### src/rtl/setup_move_sequencer.sv
// setup_move_sequencer
// Answers the scanner's observation handshake. For each accepted request it
// plays the setup move list for observation index k to the motor driver, one
// move at a time (valid/ack, then a done pulse). After the last move it waits
// out the mechanical settle time and then reports color_sensor_stable.
// Optional build macro: MOVE_TIMEOUT_EN adds a per-move watchdog on motor_done.
module setup_move_sequencer #(
  parameter int unsigned SETTLE_CYCLES  = 32'd1000000,
`ifdef MOVE_TIMEOUT_EN
  parameter int unsigned TIMEOUT_CYCLES = 32'd50000000,
`endif
  parameter int unsigned LAST_INDEX     = 32'd48
) (
  input  logic       clock,
  input  logic       reset_n,
  input  logic       send_setup_moves,
  input  logic [5:0] counter,
  input  logic       move_ack,
  input  logic       motor_done,
  output logic [2:0] move_face,
  output logic [1:0] move_dir,
  output logic       move_valid,
  output logic       color_sensor_stable,
  output logic       busy,
  output logic       error
);

  typedef enum logic [2:0] {
    ST_IDLE      = 3'd0,
    ST_LOAD      = 3'd1,
    ST_ISSUE     = 3'd2,
    ST_WAIT_DONE = 3'd3,
    ST_SETTLE    = 3'd4,
    ST_STABLE    = 3'd5,
    ST_ERROR     = 3'd6
  } state_t;

  localparam logic [5:0]  LAST_K      = 6'(LAST_INDEX);
  localparam logic [31:0] SETTLE_LAST = 32'(SETTLE_CYCLES - 32'd1);
`ifdef MOVE_TIMEOUT_EN
  localparam logic [31:0] TIMEOUT_LAST = 32'(TIMEOUT_CYCLES - 32'd1);
`endif

  // Move encoding {face[2:0], dir[1:0]}; faces U0 L1 F2 R3 B4 D5, dirs CW0 CCW1 half2
  localparam logic [4:0] MV_NONE = 5'd0;
  localparam logic [4:0] U_CW    = {3'd0, 2'd0};
  localparam logic [4:0] U_CCW   = {3'd0, 2'd1};
  localparam logic [4:0] L_CW    = {3'd1, 2'd0};
  localparam logic [4:0] L_CCW   = {3'd1, 2'd1};
  localparam logic [4:0] L_2     = {3'd1, 2'd2};
  localparam logic [4:0] F_CW    = {3'd2, 2'd0};
  localparam logic [4:0] F_CCW   = {3'd2, 2'd1};
  localparam logic [4:0] F_2     = {3'd2, 2'd2};
  localparam logic [4:0] R_CW    = {3'd3, 2'd0};
  localparam logic [4:0] R_CCW   = {3'd3, 2'd1};
  localparam logic [4:0] R_2     = {3'd3, 2'd2};
  localparam logic [4:0] B_CW    = {3'd4, 2'd0};
  localparam logic [4:0] B_CCW   = {3'd4, 2'd1};
  localparam logic [4:0] B_2     = {3'd4, 2'd2};

  // Batch ROM row: {length[3:0], move0, move1, ..., move5}; undo selects the inverse list
  function automatic logic [33:0] rom_row(input logic undo, input logic [3:0] batch);
    logic [33:0] row;
    row = 34'd0;
    case ({undo, batch})
      5'd1:    row = {4'd2, F_CW,  B_CCW, MV_NONE, MV_NONE, MV_NONE, MV_NONE};
      5'd2:    row = {4'd2, L_CCW, R_CW,  MV_NONE, MV_NONE, MV_NONE, MV_NONE};
      5'd3:    row = {4'd2, F_CCW, B_CW,  MV_NONE, MV_NONE, MV_NONE, MV_NONE};
      5'd4:    row = {4'd2, L_CW,  R_CCW, MV_NONE, MV_NONE, MV_NONE, MV_NONE};
      5'd5:    row = {4'd2, L_2,   R_2,   MV_NONE, MV_NONE, MV_NONE, MV_NONE};
      5'd7:    row = {4'd6, F_CW,  B_CCW, L_CW,  U_CW,  F_CW,  B_CCW};
      5'd8:    row = {4'd6, L_CCW, R_CW,  F_CW,  U_CCW, L_CCW, R_CW};
      5'd9:    row = {4'd6, F_CCW, B_CW,  R_CW,  U_CW,  F_CCW, B_CW};
      5'd10:   row = {4'd6, L_CW,  R_CCW, B_CCW, U_CW,  L_CW,  R_CCW};
      5'd11:   row = {4'd4, R_2,   L_2,   F_2,   B_2,   MV_NONE, MV_NONE};
      5'd17:   row = {4'd2, B_CW,  F_CCW, MV_NONE, MV_NONE, MV_NONE, MV_NONE};
      5'd18:   row = {4'd2, R_CCW, L_CW,  MV_NONE, MV_NONE, MV_NONE, MV_NONE};
      5'd19:   row = {4'd2, B_CCW, F_CW,  MV_NONE, MV_NONE, MV_NONE, MV_NONE};
      5'd20:   row = {4'd2, R_CW,  L_CCW, MV_NONE, MV_NONE, MV_NONE, MV_NONE};
      5'd21:   row = {4'd2, L_2,   R_2,   MV_NONE, MV_NONE, MV_NONE, MV_NONE};
      5'd23:   row = {4'd6, B_CW,  F_CCW, U_CCW, L_CCW, B_CW,  F_CCW};
      5'd24:   row = {4'd6, R_CCW, L_CW,  U_CW,  F_CCW, R_CCW, L_CW};
      5'd25:   row = {4'd6, B_CCW, F_CW,  U_CCW, R_CCW, B_CCW, F_CW};
      5'd26:   row = {4'd6, R_CW,  L_CCW, U_CCW, B_CW,  R_CW,  L_CCW};
      5'd27:   row = {4'd4, B_2,   F_2,   L_2,   R_2,   MV_NONE, MV_NONE};
      default: row = 34'd0;
    endcase
    return row;
  endfunction

  // Pick move idx out of a six-move row body
  function automatic logic [4:0] pick_move(input logic [29:0] moves, input logic [3:0] idx);
    logic [4:0] mv;
    mv = 5'd0;
    case (idx)
      4'd0:    mv = moves[29:25];
      4'd1:    mv = moves[24:20];
      4'd2:    mv = moves[19:15];
      4'd3:    mv = moves[14:10];
      4'd4:    mv = moves[9:5];
      4'd5:    mv = moves[4:0];
      default: mv = 5'd0;
    endcase
    return mv;
  endfunction

  state_t      state_r, state_s;
  logic [5:0]  k_r, k_s;
  logic [1:0]  part_r, part_s;
  logic [3:0]  ptr_r, ptr_s;
  logic [31:0] settle_r, settle_s;
  logic [2:0]  face_r, face_s;
  logic [1:0]  dir_r, dir_s;
  logic        valid_r, valid_s;
  logic        busy_r, busy_s;
  logic        stable_r, stable_s;
  logic        error_r, error_s;
`ifdef MOVE_TIMEOUT_EN
  logic [31:0] wdog_r, wdog_s;
`endif

  logic [33:0] undo_row_s, setup_row_s;
  logic [3:0]  len0_s, len1_s, len2_s, cur_len_s;
  logic [29:0] cur_moves_s;
  logic [4:0]  cur_move_s;
  logic        has_more_s;

  // Move-list view of the latched request: part lengths, current move, moves left
  always_comb begin
    undo_row_s  = rom_row(1'b1, k_r[5:2] - 4'd1);
    setup_row_s = rom_row(1'b0, k_r[5:2]);
    len0_s = (k_r != 6'd0) ? 4'd1 : 4'd0;
    len1_s = ((k_r != 6'd0) && (k_r[1:0] == 2'd0)) ? undo_row_s[33:30] : 4'd0;
    len2_s = ((k_r[1:0] == 2'd0) && (k_r < LAST_K)) ? setup_row_s[33:30] : 4'd0;
    cur_len_s   = 4'd0;
    cur_moves_s = 30'd0;
    case (part_r)
      2'd0: begin
        cur_len_s   = len0_s;
        cur_moves_s = {U_CW, 25'd0};
      end
      2'd1: begin
        cur_len_s   = len1_s;
        cur_moves_s = undo_row_s[29:0];
      end
      2'd2: begin
        cur_len_s   = len2_s;
        cur_moves_s = setup_row_s[29:0];
      end
      default: begin
        cur_len_s   = 4'd0;
        cur_moves_s = 30'd0;
      end
    endcase
    cur_move_s = pick_move(cur_moves_s, ptr_r);
    has_more_s = (({1'b0, ptr_r} + 5'd1) < {1'b0, cur_len_s})
               || ((part_r == 2'd0) && ((len1_s != 4'd0) || (len2_s != 4'd0)))
               || ((part_r == 2'd1) && (len2_s != 4'd0));
  end

  // Next-state and next-register values for the sequencer FSM
  always_comb begin
    state_s  = state_r;
    k_s      = k_r;
    part_s   = part_r;
    ptr_s    = ptr_r;
    settle_s = settle_r;
    face_s   = face_r;
    dir_s    = dir_r;
    valid_s  = valid_r;
    busy_s   = busy_r;
    stable_s = stable_r;
    error_s  = error_r;
`ifdef MOVE_TIMEOUT_EN
    wdog_s   = wdog_r;
`endif
    case (state_r)
      ST_IDLE, ST_STABLE: begin
        if (send_setup_moves) begin
          if (counter > LAST_K) begin
            state_s  = ST_ERROR;
            error_s  = 1'b1;
            busy_s   = 1'b0;
            stable_s = 1'b0;
            valid_s  = 1'b0;
          end else begin
            k_s      = counter;
            busy_s   = 1'b1;
            stable_s = 1'b0;
            part_s   = 2'd0;
            ptr_s    = 4'd0;
            settle_s = 32'd0;
            // index 0 has no moves at all: straight to the settle wait
            state_s  = (counter == 6'd0) ? ST_SETTLE : ST_LOAD;
          end
        end else begin
          state_s = state_r;
        end
      end
      ST_LOAD: begin
        if (part_r == 2'd3) begin
          settle_s = 32'd0;
          state_s  = ST_SETTLE;
        end else if (ptr_r < cur_len_s) begin
          face_s  = cur_move_s[4:2];
          dir_s   = cur_move_s[1:0];
          valid_s = 1'b1;
          state_s = ST_ISSUE;
        end else begin
          // current part exhausted or empty: step to the next part
          part_s = part_r + 2'd1;
          ptr_s  = 4'd0;
        end
      end
      ST_ISSUE: begin
        if (move_ack) begin
          valid_s = 1'b0;
          state_s = ST_WAIT_DONE;
`ifdef MOVE_TIMEOUT_EN
          wdog_s  = 32'd0;
`endif
        end else begin
          valid_s = 1'b1;
        end
      end
      ST_WAIT_DONE: begin
        if (motor_done) begin
          if (has_more_s) begin
            ptr_s   = ptr_r + 4'd1;
            state_s = ST_LOAD;
          end else begin
            settle_s = 32'd0;
            state_s  = ST_SETTLE;
          end
        end else begin
`ifdef MOVE_TIMEOUT_EN
          if (wdog_r == TIMEOUT_LAST) begin
            state_s  = ST_ERROR;
            error_s  = 1'b1;
            busy_s   = 1'b0;
            stable_s = 1'b0;
            valid_s  = 1'b0;
          end else begin
            wdog_s = wdog_r + 32'd1;
          end
`else
          state_s = ST_WAIT_DONE;
`endif
        end
      end
      ST_SETTLE: begin
        if (settle_r == SETTLE_LAST) begin
          stable_s = 1'b1;
          busy_s   = 1'b0;
          state_s  = ST_STABLE;
        end else begin
          settle_s = settle_r + 32'd1;
        end
      end
      ST_ERROR: begin
        error_s  = 1'b1;
        busy_s   = 1'b0;
        stable_s = 1'b0;
        valid_s  = 1'b0;
      end
      default: begin
        state_s = ST_IDLE;
        valid_s = 1'b0;
        busy_s  = 1'b0;
      end
    endcase
  end

  // State and datapath registers; reset abandons any sequence in flight
  always_ff @(posedge clock) begin
    if (!reset_n) begin
      state_r  <= ST_IDLE;
      k_r      <= 6'd0;
      part_r   <= 2'd0;
      ptr_r    <= 4'd0;
      settle_r <= 32'd0;
      face_r   <= 3'd0;
      dir_r    <= 2'd0;
      valid_r  <= 1'b0;
      busy_r   <= 1'b0;
      stable_r <= 1'b0;
      error_r  <= 1'b0;
`ifdef MOVE_TIMEOUT_EN
      wdog_r   <= 32'd0;
`endif
    end else begin
      state_r  <= state_s;
      k_r      <= k_s;
      part_r   <= part_s;
      ptr_r    <= ptr_s;
      settle_r <= settle_s;
      face_r   <= face_s;
      dir_r    <= dir_s;
      valid_r  <= valid_s;
      busy_r   <= busy_s;
      stable_r <= stable_s;
      error_r  <= error_s;
`ifdef MOVE_TIMEOUT_EN
      wdog_r   <= wdog_s;
`endif
    end
  end

  assign move_face  = face_r;
  assign move_dir   = dir_r;
  assign move_valid = valid_r;
  assign busy       = busy_r;
  assign error      = error_r;
  // masking with the request keeps a stale stable from being seen as a request goes up
  assign color_sensor_stable = stable_r & ~send_setup_moves;

endmodule
### config.mk
export PLATFORM = sky130hd
export DESIGN_NAME = setup_move_sequencer
export DESIGN_NICKNAME = d
export VERILOG_FILES = /design/src/rtl/setup_move_sequencer.sv
export SDC_FILE = /design/constraint.sdc
export NUM_CORES = 1
export LEC_CHECK = 0
export CAP_MARGIN = 10
export CORE_MARGIN = 3
export CORE_UTILIZATION = 62
export CTS_CLUSTER_DIAMETER = 80
export CTS_CLUSTER_SIZE = 24
export DETAILED_ROUTE_END_ITERATION = 8
export GPL_TIMING_DRIVEN = 1
export HOLD_SLACK_MARGIN = 0.06
export PLACE_DENSITY = 0.81
export SLEW_MARGIN = 20
export SYNTH_ARGS = -nofsm -noshare
export SYNTH_HDL_FRONTEND = slang
export SYNTH_SLANG_ARGS = --single-unit
### constraint.sdc
create_clock -name clock -period 4.4 [get_ports clock]
set_input_delay 0.44 -clock clock [delete_from_list [all_inputs] [get_ports clock]]
set_output_delay 0.44 -clock clock [all_outputs]
set_load 0.05 [all_outputs]
==> impl_metrics.py, run 1 <==
metrics = {
    "grt": {
        "grt_max_degree": 49,
        "grt_antenna_before_repair": 0,
        "track_usage_pct": 31.77,
        "grt_pass1_vias": 4415,
        "grt_pass1_wl_um": 22410,
        "grt_overflow": 0,
    },
    "timing": {
        "final.min_clock_period_ns": 4.053,
        "setup_viol": 0,
        "fmax_mhz": 246.7,
        "tightest_slew_ns": 0.8921,
        "layout_setup_ws_ns": 0.3470,
        "setup-tns-final_ns": 0,
        "fin_crit_sh_pct": 92.11,
        "fin_skew_ns": 0.01192,
        "grt_setup_unrepaired": "false",
        "finalHoldViolCount": 0,
        "max_slew_margin_pct": 40.47,
        "slew_viol_final": 0,
    },
    "placed_design": {
        "hpwl_um": 9849,
        "gp_congestion": 1.035,
        "dp.cells": 702,
        "portBuffers": 19,
        "pre_cts_ws_ns": 0.4111,
    },
    "die": {
        "rows": 31,
        "initial_core_util_pct": 65.83,
        "die_w_um": 94.92,
        "ios": 20,
        "dieArea_um2": 9010,
        "die_y_um": 94.92,
        "core_um2": 7447,
    },
    "route": {
        "first_iter_violations": 469,
        "route.detailed.wl_per_inst_um": 19.42,
        "drt_wl_total_um": 13930,
        "num_vias": 4977,
        "postRouteAntennaNets": 0,
        "dr.pass1.iters": 5,
        "drc_errors": 0,
        "vias_per_cell": 6.941,
    },
    "setup_path": {
        "crit_fanout": 39,
        "r2r-start": "k_r[3]",
        "start_kind": "register",
        "worstPathArrival_ns": 4.33,
        "criticalPathCategory": "register to register",
        "critPathLaunch": "k_r[3]",
        "endpoint_kind": "register",
        "critPathRequiredTime_ns": 4.68,
    },
    "outcome": {
        "outcome": "complete, no violations",
    },
    "clocking": {
        "cts_setup_buffers": 0,
        "clk_latency_ns": 0.35,
        "path_clk_slew_ns": 0.08,
        "cts_max_level": 3,
        "cts-root-buf": "clkbuf_8",
        "cts_buffer_depth": 2,
        "cts_sinks": 73,
        "cts_buffers": 9,
        "hold_buffers": 0,
        "cts_tree": "yes",
        "post_cts_resized": 0,
    },
    "power": {
        "power.density_nw_per_um2": 460.5,
        "p_leak_nw": 1.846,
        "p_total_w": 0.002452,
        "vdd.ir_drop.worst_mv": 0.2868,
    },
    "final_layout": {
        "fin_cells": 717,
        "fillers": 628,
        "final_nets": 651,
        "num_antenna_cells": 0,
        "drive_gt1_share_pct": 6.634,
        "areaGrowthSynthToFinish_pct": 8.627,
        "final_core_util_pct": 71.51,
    },
    "hold_path": {
        "hold_start": "move_dir[1]",
        "hold_class": "register to register",
    },
    "synthesis": {
        "yosysWarnings": 0,
        "synthesis.area_um2": 4902,
        "synth-edff-count": 0,
        "netlist-cell-type-count": 73,
        "synth_ff_type": "dfxtp_1",
        "yosysSeqAreaShare_pct": 29.81,
        "syn_avg_cell_area_um2": 7.958,
        "synth-seq-cells": 73,
        "netlist_instances": 616,
        "syn-num-nets": 653,
        "synth_async_sr_flop_share_pct": 0,
    },
    "run": {
        "maxCapViolCount": 0,
    },
}
[per-stage QoR]
step           instance area (um2)  hold slack, ns
4_1_cts                       5325          0.4670
3_5_place_dp                  5110          0.4553
3_3_place_gp                  5110          0.4460
5_1_grt                       5325          0.4750
2_1_floorplan                 4902          0.4437
6_report                      5325          0.4706
[critical path: stages, from the launching register on]
cell	delay, ns
dfxtp_1	0.57
inv_1	0.18
ha_1	0.23
inv_1	0.06
ha_1	0.31
a21oi_1	0.39
o211ai_1	0.13
a21o_1	0.23
ha_1	0.27
o21ai_0	0.08
o211a_1	0.28
o31a_1	0.29
buf_4	0.25
or4_1	0.54
a21oi_1	0.16
[layer usage]
layer / vias to the layer above / wire length [um] / share of wire (%) / track usage, %
met5: - / 0 / 0 / 0
met4: 0 / 340 / 2.4 / 12.98
met3: 35 / 1076 / 7.7 / 4.861
met2: 272 / 6049 / 43 / 46.45
met1: 2316 / 6461 / 46 / 46.31
li1: 2354 / - / - / -
[logic make-up after synthesis]
kind of cell / share of synthesized area, %
mux: 3.726
xor+xnor: 0.7148
fa+ha+maj: 6.636
flops: 29.81
compound gates: 25.60
buf+inv: 5.896
simple gates: 27.62
[report_power, final]
group / total [W] / switching (W) / internal [W]
combinational: 0.00101 / 0.000659 / 0.000354
sequential: 0.000849 / 0.000109 / 0.000740
clock: 0.000590 / 0.000271 / 0.000319
[sequential cells by signal, indices dropped and copies added (netlist names)]
name and cells:
state_r 3, part_r 2, busy 1, move_dir 2, ptr_r 4, stable_r 1, settle_r 32, k_r 6
error 1, setup_row_s 17, move_face 3, move_valid 1
[placed cells by master (no fill, tap or decap), drive strengths merged, types with 4 or more instances in the layout]
master / synthesis / layout
nor2: 44 / 44
or4: 25 / 25
o211ai: 7 / 7
nand4: 14 / 14
a32oi: 4 / 4
buf: 10 / 10
nor2b: 7 / 7
nand2b: 5 / 5
o21ai: 26 / 26
o2bb2ai: 4 / 4
nor3: 22 / 22
inv: 25 / 26
o22ai: 7 / 7
o31ai: 26 / 26
a22o: 4 / 4
nand2: 47 / 47
clkdlybuf4s50: 0 / 19
mux2i: 16 / 16
a211oi: 4 / 4
ha: 26 / 26
and2: 5 / 5
clkbuf: 32 / 9
nand4b: 5 / 5
o311ai: 4 / 4
o41ai: 5 / 5
and3: 12 / 12
or3: 6 / 6
dfxtp: 73 / 73
a31oi: 8 / 8
nor4: 8 / 8
a21oi: 50 / 50
nand3: 28 / 28
[Yosys cell counts (all sizes together), types with 4 or more instances]
cell type | number | share of area [%]
dfxtp | 73 | 30
a21oi | 50 | 5.1
nand2 | 47 | 3.6
nor2 | 44 | 3.5
clkbuf | 32 | 2.5
nand3 | 28 | 2.9
ha | 26 | 6.6
o21ai | 26 | 2.7
o31ai | 26 | 4.1
inv | 25 | 1.9
or4 | 25 | 3.8
nor3 | 22 | 2.2
mux2i | 16 | 3.3
nand4 | 14 | 1.8
and3 | 12 | 1.5
buf | 10 | 1.5
a31oi | 8 | 1.0
nor4 | 8 | 1.8
nor2b | 7 | 0.89
o211ai | 7 | 1.1
o22ai | 7 | 0.89
or3 | 6 | 0.77
and2 | 5 | 0.64
nand2b | 5 | 0.64
nand4b | 5 | 0.89
o41ai | 5 | 0.89
a211oi | 4 | 0.61
a22o | 4 | 0.71
a32oi | 4 | 0.71
o2bb2ai | 4 | 0.71
o311ai | 4 | 0.71
[final timing paths]
path             endpoint  slack [ns]  cells past startpoint
min reg2reg   move_dir[1]        0.47                      2
max          settle_r[21]        0.35                     14
max reg2reg  settle_r[21]        0.35                     14
min           move_dir[1]        0.47                      2
[cell type report]
cell class / instances / area, um2 / share of cell area (%)
clock buffers: 9 / 123.9 / 2.326
repair buffers: 29 / 265.3 / 4.981
multi-input cells: 476 / 3166 / 59.45
well taps: 99 / 123.9 / 2.326
inverters: 25 / 93.84 / 1.762
clock inverters: 6 / 91.34 / 1.715
flip-flops and latches: 73 / 1461 / 27.44
Note: power is estimated with default switching activity, not from simulation.
==> run 2, diff against run 1 <==
--- a/config.mk
+++ b/config.mk
@@ -9,3 +9,3 @@
 export CORE_MARGIN = 3
-export CORE_UTILIZATION = 62
+export CORE_UTILIZATION = 60
 export CTS_CLUSTER_DIAMETER = 80
@@ -15,3 +15,3 @@
 export HOLD_SLACK_MARGIN = 0.06
-export PLACE_DENSITY = 0.81
+export PLACE_DENSITY = 0.79
 export SLEW_MARGIN = 20
--- a/constraint.sdc
+++ b/constraint.sdc
@@ -3,2 +3,2 @@
 set_output_delay 0.44 -clock clock [all_outputs]
-set_load 0.05 [all_outputs]
+set_load 0.01 [all_outputs]
==> impl_metrics.py, run 2 (synthesis gave the netlist of run 1 again) <==
metrics = {
    "grt": {
        "grt_antenna_before_repair": 0,
        "grt_pass1_wl_um": 21980,
        "grt_overflow": 0,
        "grt_pass1_vias": 4394,
        "track_usage_pct": 30.27,
        "grt_max_degree": 49,
    },
    "route": {
        "postRouteAntennaNets": 0,
        "drc_errors": 0,
        "num_vias": 4970,
        "drt_wl_total_um": 13970,
        "route.detailed.wl_per_inst_um": 19.43,
        "first_iter_violations": 413,
        "vias_per_cell": 6.912,
        "dr.pass1.iters": 5,
    },
    "placed_design": {
        "portBuffers": 19,
        "pre_cts_ws_ns": 0.3715,
        "dp.cells": 706,
        "place_area_um2": 5121,
        "hpwl_um": 9931,
        "gp_congestion": 1.006,
    },
    "clocking": {
        "cts_buffer_depth": 2,
        "cts_tree": "yes",
        "clk_latency_ns": 0.35,
        "path_clk_slew_ns": 0.08,
        "post_cts_resized": 0,
        "hold_buffers": 0,
        "cts-root-buf": "clkbuf_8",
        "cts_buffers": 9,
        "cts_setup_buffers": 0,
        "cts_sinks": 73,
        "cts_max_level": 3,
    },
    "final_layout": {
        "fin_area_um2": 5293,
        "fillers": 677,
        "num_antenna_cells": 0,
        "layout_common_cells": "dfxtp_1, a21oi_1, nand2_1",
        "final_nets": 652,
        "drive_gt1_share_pct": 6.483,
        "largest_register_ffs": 32,
        "areaGrowthSynthToFinish_pct": 7.963,
        "layout_commonest_cell": "dfxtp_1",
        "top_register": "settle_r",
        "fin_cells": 719,
    },
    "timing": {
        "max_slew_margin_pct": 41.97,
        "layout_setup_ws_ns": 0.3196,
        "grt_setup_unrepaired": "false",
        "final.min_clock_period_ns": 4.080,
        "finalHoldViolCount": 0,
        "slew_viol_final": 0,
        "setup_viol": 0,
        "fmax_mhz": 245.1,
        "fin_crit_sh_pct": 92.74,
        "fin_skew_ns": 0.007258,
        "tightest_slew_ns": 0.8652,
        "setup-tns-final_ns": 0,
    },
    "power": {
        "p_switching_w": 0.0009858,
        "seq_power_share_pct": 36.5,
        "power.density_nw_per_um2": 441.0,
        "vdd.ir_drop.worst_mv": 0.2559,
        "p_int_w": 0.001348,
        "p_total_w": 0.002334,
        "clockPowerShare_pct": 21.6,
        "p_leak_nw": 1.828,
        "comb_power_share_pct": 41.9,
        "p_sw_share_pct": 42.24,
    },
    "setup_path": {
        "criticalPathCategory": "register to register",
        "r2r-start": "k_r[3]",
        "endpoint_kind": "register",
        "start_kind": "register",
        "crit_fanout": 31,
        "worstPathArrival_ns": 4.31,
        "critPathLaunch": "k_r[3]",
        "critPathRequiredTime_ns": 4.63,
    },
    "die": {
        "initial_core_util_pct": 62.47,
        "dieArea_um2": 9291,
        "die_w_um": 96.39,
        "die_y_um": 96.39,
        "rows": 32,
        "core_um2": 7848,
        "ios": 20,
    },
    "run": {
        "maxCapViolCount": 0,
    },
    "hold_path": {
        "hold_class": "register to register",
        "hold_start": "move_dir[1]",
    },
    "outcome": {
        "outcome": "complete, no violations",
    },
}
-- run 2: worst paths after layout --
path	end	cells past startpoint	slack (ns)
hold reg to reg	move_dir[1]	2	0.46
setup / recovery	settle_r[4]	15	0.32
hold / removal	move_dir[1]	2	0.46
setup reg to reg	settle_r[4]	15	0.32
-- run 2: layout make-up --
type | instances | area [um2] | area share, %
well taps | 102 | 127.6 | 2.411
flip-flops and latches | 73 | 1461 | 27.61
clock inverters | 4 | 47.55 | 0.8983
multi-input cells | 476 | 3166 | 59.81
repair buffers | 30 | 272.8 | 5.154
clock buffers | 9 | 123.9 | 2.340
inverters | 25 | 93.84 | 1.773
-- run 2: metrics by stage --
stage / hold WS (ns) / util (%)
floorplan: 0.4437 / -
global placement: 0.4498 / 65.26
detailed placement: 0.4496 / 65.26
CTS: 0.4601 / 67.44
global route: 0.4947 / 67.44
finish: 0.4599 / 67.44
-- run 2: power by group through the flow --
stage	Sequential [W]	Clock [W]	Combinational, W
finish	0.000852	0.000503	0.000979
global route	0.000865	0.000531	0.00107
CTS	0.000848	0.000508	0.000956
detailed placement	0.000864	0	0.000950
global placement	0.000859	0	0.000932
floorplan	0.000798	0	0.000743
-- run 2: metal layers --
layer / part of all wire [%] / global-route usage (%) / up-vias
met1: 45 / 43.68 / 2338
met5: 0 / 0 / -
met3: 8.5 / 8.211 / 40
met2: 43 / 42.96 / 243
met4: 2.6 / 10.98 / 0
li1: - / - / 2349
-- run 2: worst max-delay path, stage by stage (launching register included) --
cell and delay (ns):
dfxtp_1 0.58, inv_1 0.19, ha_1 0.23, inv_1 0.05, ha_1 0.32, a21oi_1 0.38
o211ai_1 0.13, a21o_1 0.23, ha_1 0.28, o21ai_0 0.08, o211a_1 0.27, o31a_1 0.27
buf_4 0.21, o31ai_4 0.26, buf_4 0.36, a21oi_1 0.09
